$ cat src/rtl/booth_pp_gen_16.sv
// Radix-4 Booth partial-product generator: 16x16 signed operands to eight 33-bit rows, 2-stage valid/ready pipeline.
// Optional macro BOOTH_ZERO_GATE_EN clears the row registers for zero operands and adds the zero_flag output.
module booth_pp_gen_16 (
   input  logic        clk,
   input  logic        rst_n,
   input  logic        in_valid,
   output logic        in_ready,
   input  logic [15:0] a,
   input  logic [15:0] b,
   output logic        out_valid,
   input  logic        out_ready,
   output logic [32:0] p1,
   output logic [32:0] p2,
   output logic [32:0] p3,
   output logic [32:0] p4,
   output logic [32:0] p5,
   output logic [32:0] p6,
   output logic [32:0] p7,
   output logic [32:0] p8
`ifdef BOOTH_ZERO_GATE_EN
   ,
   output logic        zero_flag
`endif
);

   logic        s1_valid_q, s1_valid_d;
   logic [15:0] a_q, a_d;
   logic [15:0] b_q, b_d;
   logic        out_valid_q, out_valid_d;
   logic [32:0] p_q [8];
   logic [32:0] p_d [8];
   logic [32:0] enc_row [8];
   logic [32:0] a_ext;
   logic [16:0] b_ext;
   logic        s2_loads;
   logic        accept;
`ifdef BOOTH_ZERO_GATE_EN
   logic        zero_flag_q, zero_flag_d;
`endif

   // Row magnitude for one Booth digit; the full two's complement negation stays inside the 33-bit row.
   function automatic logic [32:0] booth_row(input logic [32:0] m, input logic [2:0] triple);
      logic [32:0] r;
      unique case (triple)
         3'b001, 3'b010: r = m;
         3'b011:         r = m << 1;
         3'b100:         r = 33'd0 - (m << 1);
         3'b101, 3'b110: r = 33'd0 - m;
         default:        r = '0;
      endcase
      return r;
   endfunction

   always_comb begin
      s2_loads = s1_valid_q && (!out_valid_q || out_ready);
      in_ready = !s1_valid_q || s2_loads;
      accept   = in_valid && in_ready;
   end

   always_comb begin
      s1_valid_d = s1_valid_q;
      a_d        = a_q;
      b_d        = b_q;
      if (accept) begin
         s1_valid_d = 1'b1;
         a_d        = a;
         b_d        = b;
      end else if (s2_loads) begin
         s1_valid_d = 1'b0;
      end
   end

   always_comb begin
      a_ext = {{17{a_q[15]}}, a_q};
      b_ext = {b_q, 1'b0};
      for (int k = 0; k < 8; k++) begin
         enc_row[k] = booth_row(a_ext, b_ext[2*k +: 3]) << (2*k);
      end
   end

   always_comb begin
      out_valid_d = out_valid_q;
      for (int k = 0; k < 8; k++) begin
         p_d[k] = p_q[k];
      end
`ifdef BOOTH_ZERO_GATE_EN
      zero_flag_d = zero_flag_q;
`endif
      if (s2_loads) begin
         out_valid_d = 1'b1;
`ifdef BOOTH_ZERO_GATE_EN
         // Zero operands skip the encoder; rows already at zero are left untouched.
         if (a_q == 16'd0 || b_q == 16'd0) begin
            zero_flag_d = 1'b1;
            for (int k = 0; k < 8; k++) begin
               if (p_q[k] != 33'd0) begin
                  p_d[k] = '0;
               end
            end
         end else begin
            zero_flag_d = 1'b0;
            for (int k = 0; k < 8; k++) begin
               p_d[k] = enc_row[k];
            end
         end
`else
         for (int k = 0; k < 8; k++) begin
            p_d[k] = enc_row[k];
         end
`endif
      end else if (out_ready) begin
         out_valid_d = 1'b0;
      end
   end

   always_ff @(posedge clk) begin
      if (!rst_n) begin
         s1_valid_q  <= 1'b0;
         a_q         <= '0;
         b_q         <= '0;
         out_valid_q <= 1'b0;
         for (int k = 0; k < 8; k++) begin
            p_q[k] <= '0;
         end
`ifdef BOOTH_ZERO_GATE_EN
         zero_flag_q <= 1'b0;
`endif
      end else begin
         s1_valid_q  <= s1_valid_d;
         a_q         <= a_d;
         b_q         <= b_d;
         out_valid_q <= out_valid_d;
         for (int k = 0; k < 8; k++) begin
            p_q[k] <= p_d[k];
         end
`ifdef BOOTH_ZERO_GATE_EN
         zero_flag_q <= zero_flag_d;
`endif
      end
   end

   assign out_valid = out_valid_q;
   assign p1 = p_q[0];
   assign p2 = p_q[1];
   assign p3 = p_q[2];
   assign p4 = p_q[3];
   assign p5 = p_q[4];
   assign p6 = p_q[5];
   assign p7 = p_q[6];
   assign p8 = p_q[7];
`ifdef BOOTH_ZERO_GATE_EN
   assign zero_flag = zero_flag_q;
`endif

endmodule

$ cat config.mk
export PLATFORM = sky130hd
export DESIGN_NAME = booth_pp_gen_16
export DESIGN_NICKNAME = d
export VERILOG_FILES = /design/src/rtl/booth_pp_gen_16.sv
export SDC_FILE = /design/constraint.sdc
export NUM_CORES = 1
export LEC_CHECK = 0
export ABC_AREA = 1
export ABC_CLOCK_PERIOD_IN_PS = 2100
export BUFFER_PORTS_ARGS = -buffer_cell sky130_fd_sc_hd__buf_2
export CORE_ASPECT_RATIO = 1.1
export CORE_MARGIN = 2
export CORE_UTILIZATION = 40
export CTS_CLUSTER_SIZE = 12
export DETAILED_ROUTE_END_ITERATION = 6
export GPL_TIMING_DRIVEN = 0
export PLACE_DENSITY = 0.67
export SYNTH_ARGS = -nofsm -noshare
export SYNTH_HDL_FRONTEND = slang
export SYNTH_SLANG_ARGS = --single-unit
$ cat constraint.sdc
create_clock -name clk -period 2.1 [get_ports clk]
set_clock_uncertainty 0.15 [all_clocks]
set_input_delay 0.42 -clock clk [delete_from_list [all_inputs] [get_ports clk]]
set_output_delay 0.42 -clock clk [all_outputs]
set_load 0.02 [all_outputs]
---- After elaboration in Yosys (flattened, before gate mapping) ----
Memory sizes are Yosys's and may differ from the RTL's.
Cells that the tools add are included.
operators by class
  muxes and demuxes ....................... 23
  reduce and logical (&&, ||, !) cells .... 22
  bitwise operators ....................... 8
  $add $sub $neg .......................... 2
  equality and inequality tests ........... 45
operators with widths
  operator                 number
  $mux W264                1
  $mux W33                 8
  $pmux W31 S4             1
  $pmux W29 S4             1
  $pmux W27 S4             1
  $pmux W25 S4             1
  $pmux W33 S3             1
  $pmux W23 S4             1
  $pmux W21 S4             1
  $pmux W19 S4             1
  $eq A3 B3 Y1 const B     21
  $eq A3 B2 Y1 const B     14
  $reduce_or A2 Y1         14
  $eq A3 B1 Y1 const B     7
  $sub A1 B17 Y18 const A  1
  $sub A1 B16 Y17 const A  1
  $or A1 B1 Y1             8
  $mux W1                  6
  $eq A2 B2 Y1 const B     2
  $reduce_bool A2 Y1       2
  $eq A2 B1 Y1 const B     1
  $logic_and A1 B1 Y1      2
  $logic_not A1 Y1         2
  $logic_or A1 B1 Y1       2
storage, ports and cells
  memories ................................ 1
  word-level logic and storage cells ...... 105
  bits of input ports ..................... 36
  RAM bits ................................ 264
  output and inout port bits .............. 266
  register bits after elaboration ......... 34
memory list
  memory  words  bits a word  rd ports  clocked after memory_dff  write ports  line  text
  p_q     8      33           8         0                         8            30    logic [32:0] p_q [8];

---- Longest topological paths before layout ----
  depth in word-level cells ............... 6
  depth in mapped cells ................... 12
  mapped depth without buffers ............ 11

---- Worst setup path before layout ----
OpenSTA, ideal clock, no wires.
  path kind ............................... reg2reg
  from .................................... register a_q[1]
  to ...................................... memory p_q[0][15]
  period minus slack after synthesis ...... 2.098 ns
  path buffers ............................ 2
  arrival time ............................ 1.816 ns
  setup slack ............................. 0.002 ns
  stages on the path, launching flop included .. 12
  required time ........................... 1.818 ns
  cell sequence ........................... dfxtp_1 -> clkinv_1 -> clkbuf_1 -> ha_1 -> nand2_4 -> nor2_2 -> nand3_1 -> buf_2 -> nand3_1 -> nand3_1 -> nand2_1 -> a21oi_1
RTL lines
  element                   line  text
  start: declaration        27    logic [15:0] a_q, a_d;
  start signal: assignment  119   a_q <= '0;
  start signal: assignment  130   a_q <= a_d;
  end: declaration          30

==> qor.json <==
{
  "final-hold-violation-count": 0,
  "finalSetupViolCount": 0,
  "ys_warn_count": 0,
  "synth_enable_flop_cells": 0,
  "drtIter0Drc": 1658,
  "die_x_um": 161.6,
  "die_h_um": 177.4,
  "finalWirelength_mm": 54.15,
  "tightestPinTransition_ns": 0.7369,
  "hold_path_class": "input port to register",
  "min_hold_slack_ns": 0.06840,
  "grt_antenna_before_repair": 1,
  "synth_cell_type_count": 35,
  "cts_max_level": 4,
  "timing.critical_path.slowest_cell_delay_ns": 0.47,
  "post_drt_via_cell_ratio": 5.681,
  "max-vdd-ir-drop_v": 0.0004781,
  "groute.usage.overall": 0.3642,
  "vias": 13700,
  "outcome": "finished clean",
  "layout_common_cells": "sky130_fd_sc_hd__nand2_1 (354), sky130_fd_sc_hd__buf_2 (264), sky130_fd_sc_hd__nand3_1 (235)",
  "grt_first_pass_wirelength_mm": 76.71,
  "layout_min_cycle_time_ns": 2.073,
  "synth-xor-area-share": 0.003777,
  "ioPinCount": 302,
  "final_common_cell": "sky130_fd_sc_hd__nand2_1",
  "muxShareOfSynthArea": 0,
  "maximum_number_of_pins_on_one_net_before_global_route_repair": 20,
  "drt-wirelength-per-cell_um": 22.46,
  "critical_path.cell_chain": "inv_1 -> clkbuf_2 -> o22ai_1 -> o21ai_1 -> a21oi_1",
  "clock-sinks": 178,
  "clock_root_buffer": "sky130_fd_sc_hd__clkbuf_16",
  "power_per_cell_area_nw_per_um2": 693.8,
  "finalNetCount": 2077,
  "max_slew_violation_count": 0,
  "worstSetupStartpointType": "register",
  "synthTopCellsByArea": "sky130_fd_sc_hd__dfxtp_1 (33%), sky130_fd_sc_hd__nand2_1 (12%), sky130_fd_sc_hd__nand3_1 (11%), sky130_fd_sc_hd__buf_4 (8.4%), sky130_fd_sc_hd__a21oi_1 (7.6%)",
  "synthesis.area_um2": 10930,
  "syn_avg_cell_area_um2": 6.593,
  "maxClockFrequency_ghz": 0.4824,
  "drtPass1Iterations": 6,
  "grt_pass1_vias": 12120,
  "worst_ep_required_time_ns": 2.27,
  "fraction_of_final_layout_cells_sized_beyond_drive_strength_1": 0.3239,
  "ys.flop_type": "sky130_fd_sc_hd__dfxtp_1",
  "synth-async-reset-ratio": 0,
  "synthToLayoutAreaGrowth_pct": 35.75,
  "final_min_period_over_clock_period": 0.9872,
  "insertion_delay_ns": 0.46,
  "cts_inserted_buffers": 17,
  "fraction_of_post_synthesis_cell_area_in_the_top_cell_type_by_area": 0.3260,
  "clk_pin_slew_ns": 0.08,
  "initial_core_utilization": 0.4066,
  "adder_and_majority_cell_fraction_of_the_synthesized_area": 0.001145,
  "synthesized_area_fraction_occupied_by_ao_oa_aoi_and_oai_cells": 0.1991,
  "final_antenna_net_count": 0,
  "headroom_to_the_max_slew_limit": 0.5087,
  "synth_simple_gate_area_share": 0.2985,
  "core_um2": 26880,
  "critical_setup_path_kind": "register to register",
  "leakage_uw": 0.006959,
  "synth_seq_area_share": 0.3260,
  "cts-root-to-sink-buffers": 2,
  "place.port_buffers": 245,
  "postSynthRegisterBits": 178,
  "final_critical_path_setup_slack_ns": 0.02685,
  "crit_path_end_kind": "register",
  "hpwlAfterDp_mm": 37.79,
  "final-instance-count-excl-fill": 2411,
  "globalplace.congestion": 1.049,
  "syn_inst": 1658,
  "drc": 0,
  "max_cap_viol": 0,
  "grt_overflow_total": 0,
  "preCtsSetupSlack_ns": -1.812,
  "cell_type_of_the_slowest_stage_on_the_worst_timing_path": "sky130_fd_sc_hd__clkbuf_2",
  "yosysTopAreaCell": "sky130_fd_sc_hd__dfxtp_1",
  "crit_fanout": 10,
  "post-place-cells": 2315,
  "grt_setup_unrepaired": "yes",
  "combinational_family_with_the_most_area_after_synthesis": "simple AND/OR/NAND/NOR gates",
  "die_area_um2": 28670,
  "tritoncts_clock_tree": "done",
  "rows": 63,
  "crit_arrival_ns": 2.24
}
sequential cells by signal, summed over array words and instances, names as in the netlist:
signal / count
p_q: 144
a_q: 16
b_q: 16
out_valid: 1
s1_valid_q: 1
cells in the mapped netlist, drive strengths merged, types with 2 or more instances:
cell type / number
nand2: 376
nand3: 249
dfxtp: 178
buf: 171
a21oi: 167
o21ai: 117
inv: 101
o22ai: 99
nor2: 78
clkbuf: 77
nand3b: 14
a22oi: 7
o211ai: 5
clkinv: 4
nand4: 4
nor3: 4
xor2: 2
per-layer routing:
metal	wire length [µm]	GRT usage	up-vias
li1	-	-	6210
met3	6517	0.08974	213
met4	3618	0.1984	0
met2	23220	0.5545	939
met1	20800	0.4745	6334
met5	0	0	-
per-stage QoR:
step / cell area (µm²) / power (µW) / setup TNS, ns / utilization
2_1_floorplan: 11140 / 5485 / 0 / -
6_report: 14840 / 10300 / 0 / 0.5520
5_1_grt: 14840 / 10580 / -0.1297 / 0.5519
3_3_place_gp: 12810 / 6476 / -167.62 / 0.4766
3_5_place_dp: 12810 / 6484 / -166.12 / 0.4766
4_1_cts: 14140 / 9914 / 0 / 0.5259
worst paths after layout:
kind | slack, ns | depth (start not counted) | to | startpoint
setup reg to reg | 0.03 | 5 | p_q[1][83] | a_q[5]
hold reg to reg | 0.31 | 2 | p_q[0][48] | p_q[0][48]
hold / removal | 0.07 | 3 | b_q[14] | b[14]
setup / recovery | 0.03 | 5 | p_q[1][83] | a_q[5]
logic make-up (layout without fill, tap and decap cells):
kind of cell | count (synthesis) | in the layout
AO/OA/AOI/OAI | 397 | 397
AND/OR/NAND/NOR | 725 | 725
buffers and inverters | 353 | 693
flip-flops | 178 | 178
other | 1 | 57
XOR/XNOR | 3 | 3
adder cells (fa/ha/maj) | 1 | 1
power by group:
group | internal, µW | switching (µW) | total [µW]
combinational | 1110 | 2240 | 3350
clock | 1600 | 1660 | 3250
sequential | 3540 | 159 | 3700
area by class of cell:
| class | instances | area [µm²] |
|---|---|---|
| Clock buffer | 17 | 425.4 |
| Clock inverter | 15 | 161.4 |
| Multi-Input combinational cell | 1182 | 6171 |
| Buffer | 246 | 1730 |
| Sequential cell | 178 | 3585 |
| Timing Repair Buffer | 310 | 1884 |
| Tap cell | 357 | 446.7 |
| Antenna cell | 1 | 2.502 |
| Fill cell | 2742 | 12040 |
| Inverter | 105 | 431.7 |
critical path, delay by kind of cell (launching register included):
kind            cells  cell delay, ns
compound gates      3            0.45
buf+inv             2            0.92
flops               1            0.42
repair_timing:
action	4_1_cts	5_1_grt
endpoints found under the setup margin	143	143
buffers inserted	25	36
gates cloned	1	3
pin swaps	14	29
hold buffers	0	0
gates resized for setup	129	135
(Power assumes the default switching activity.)
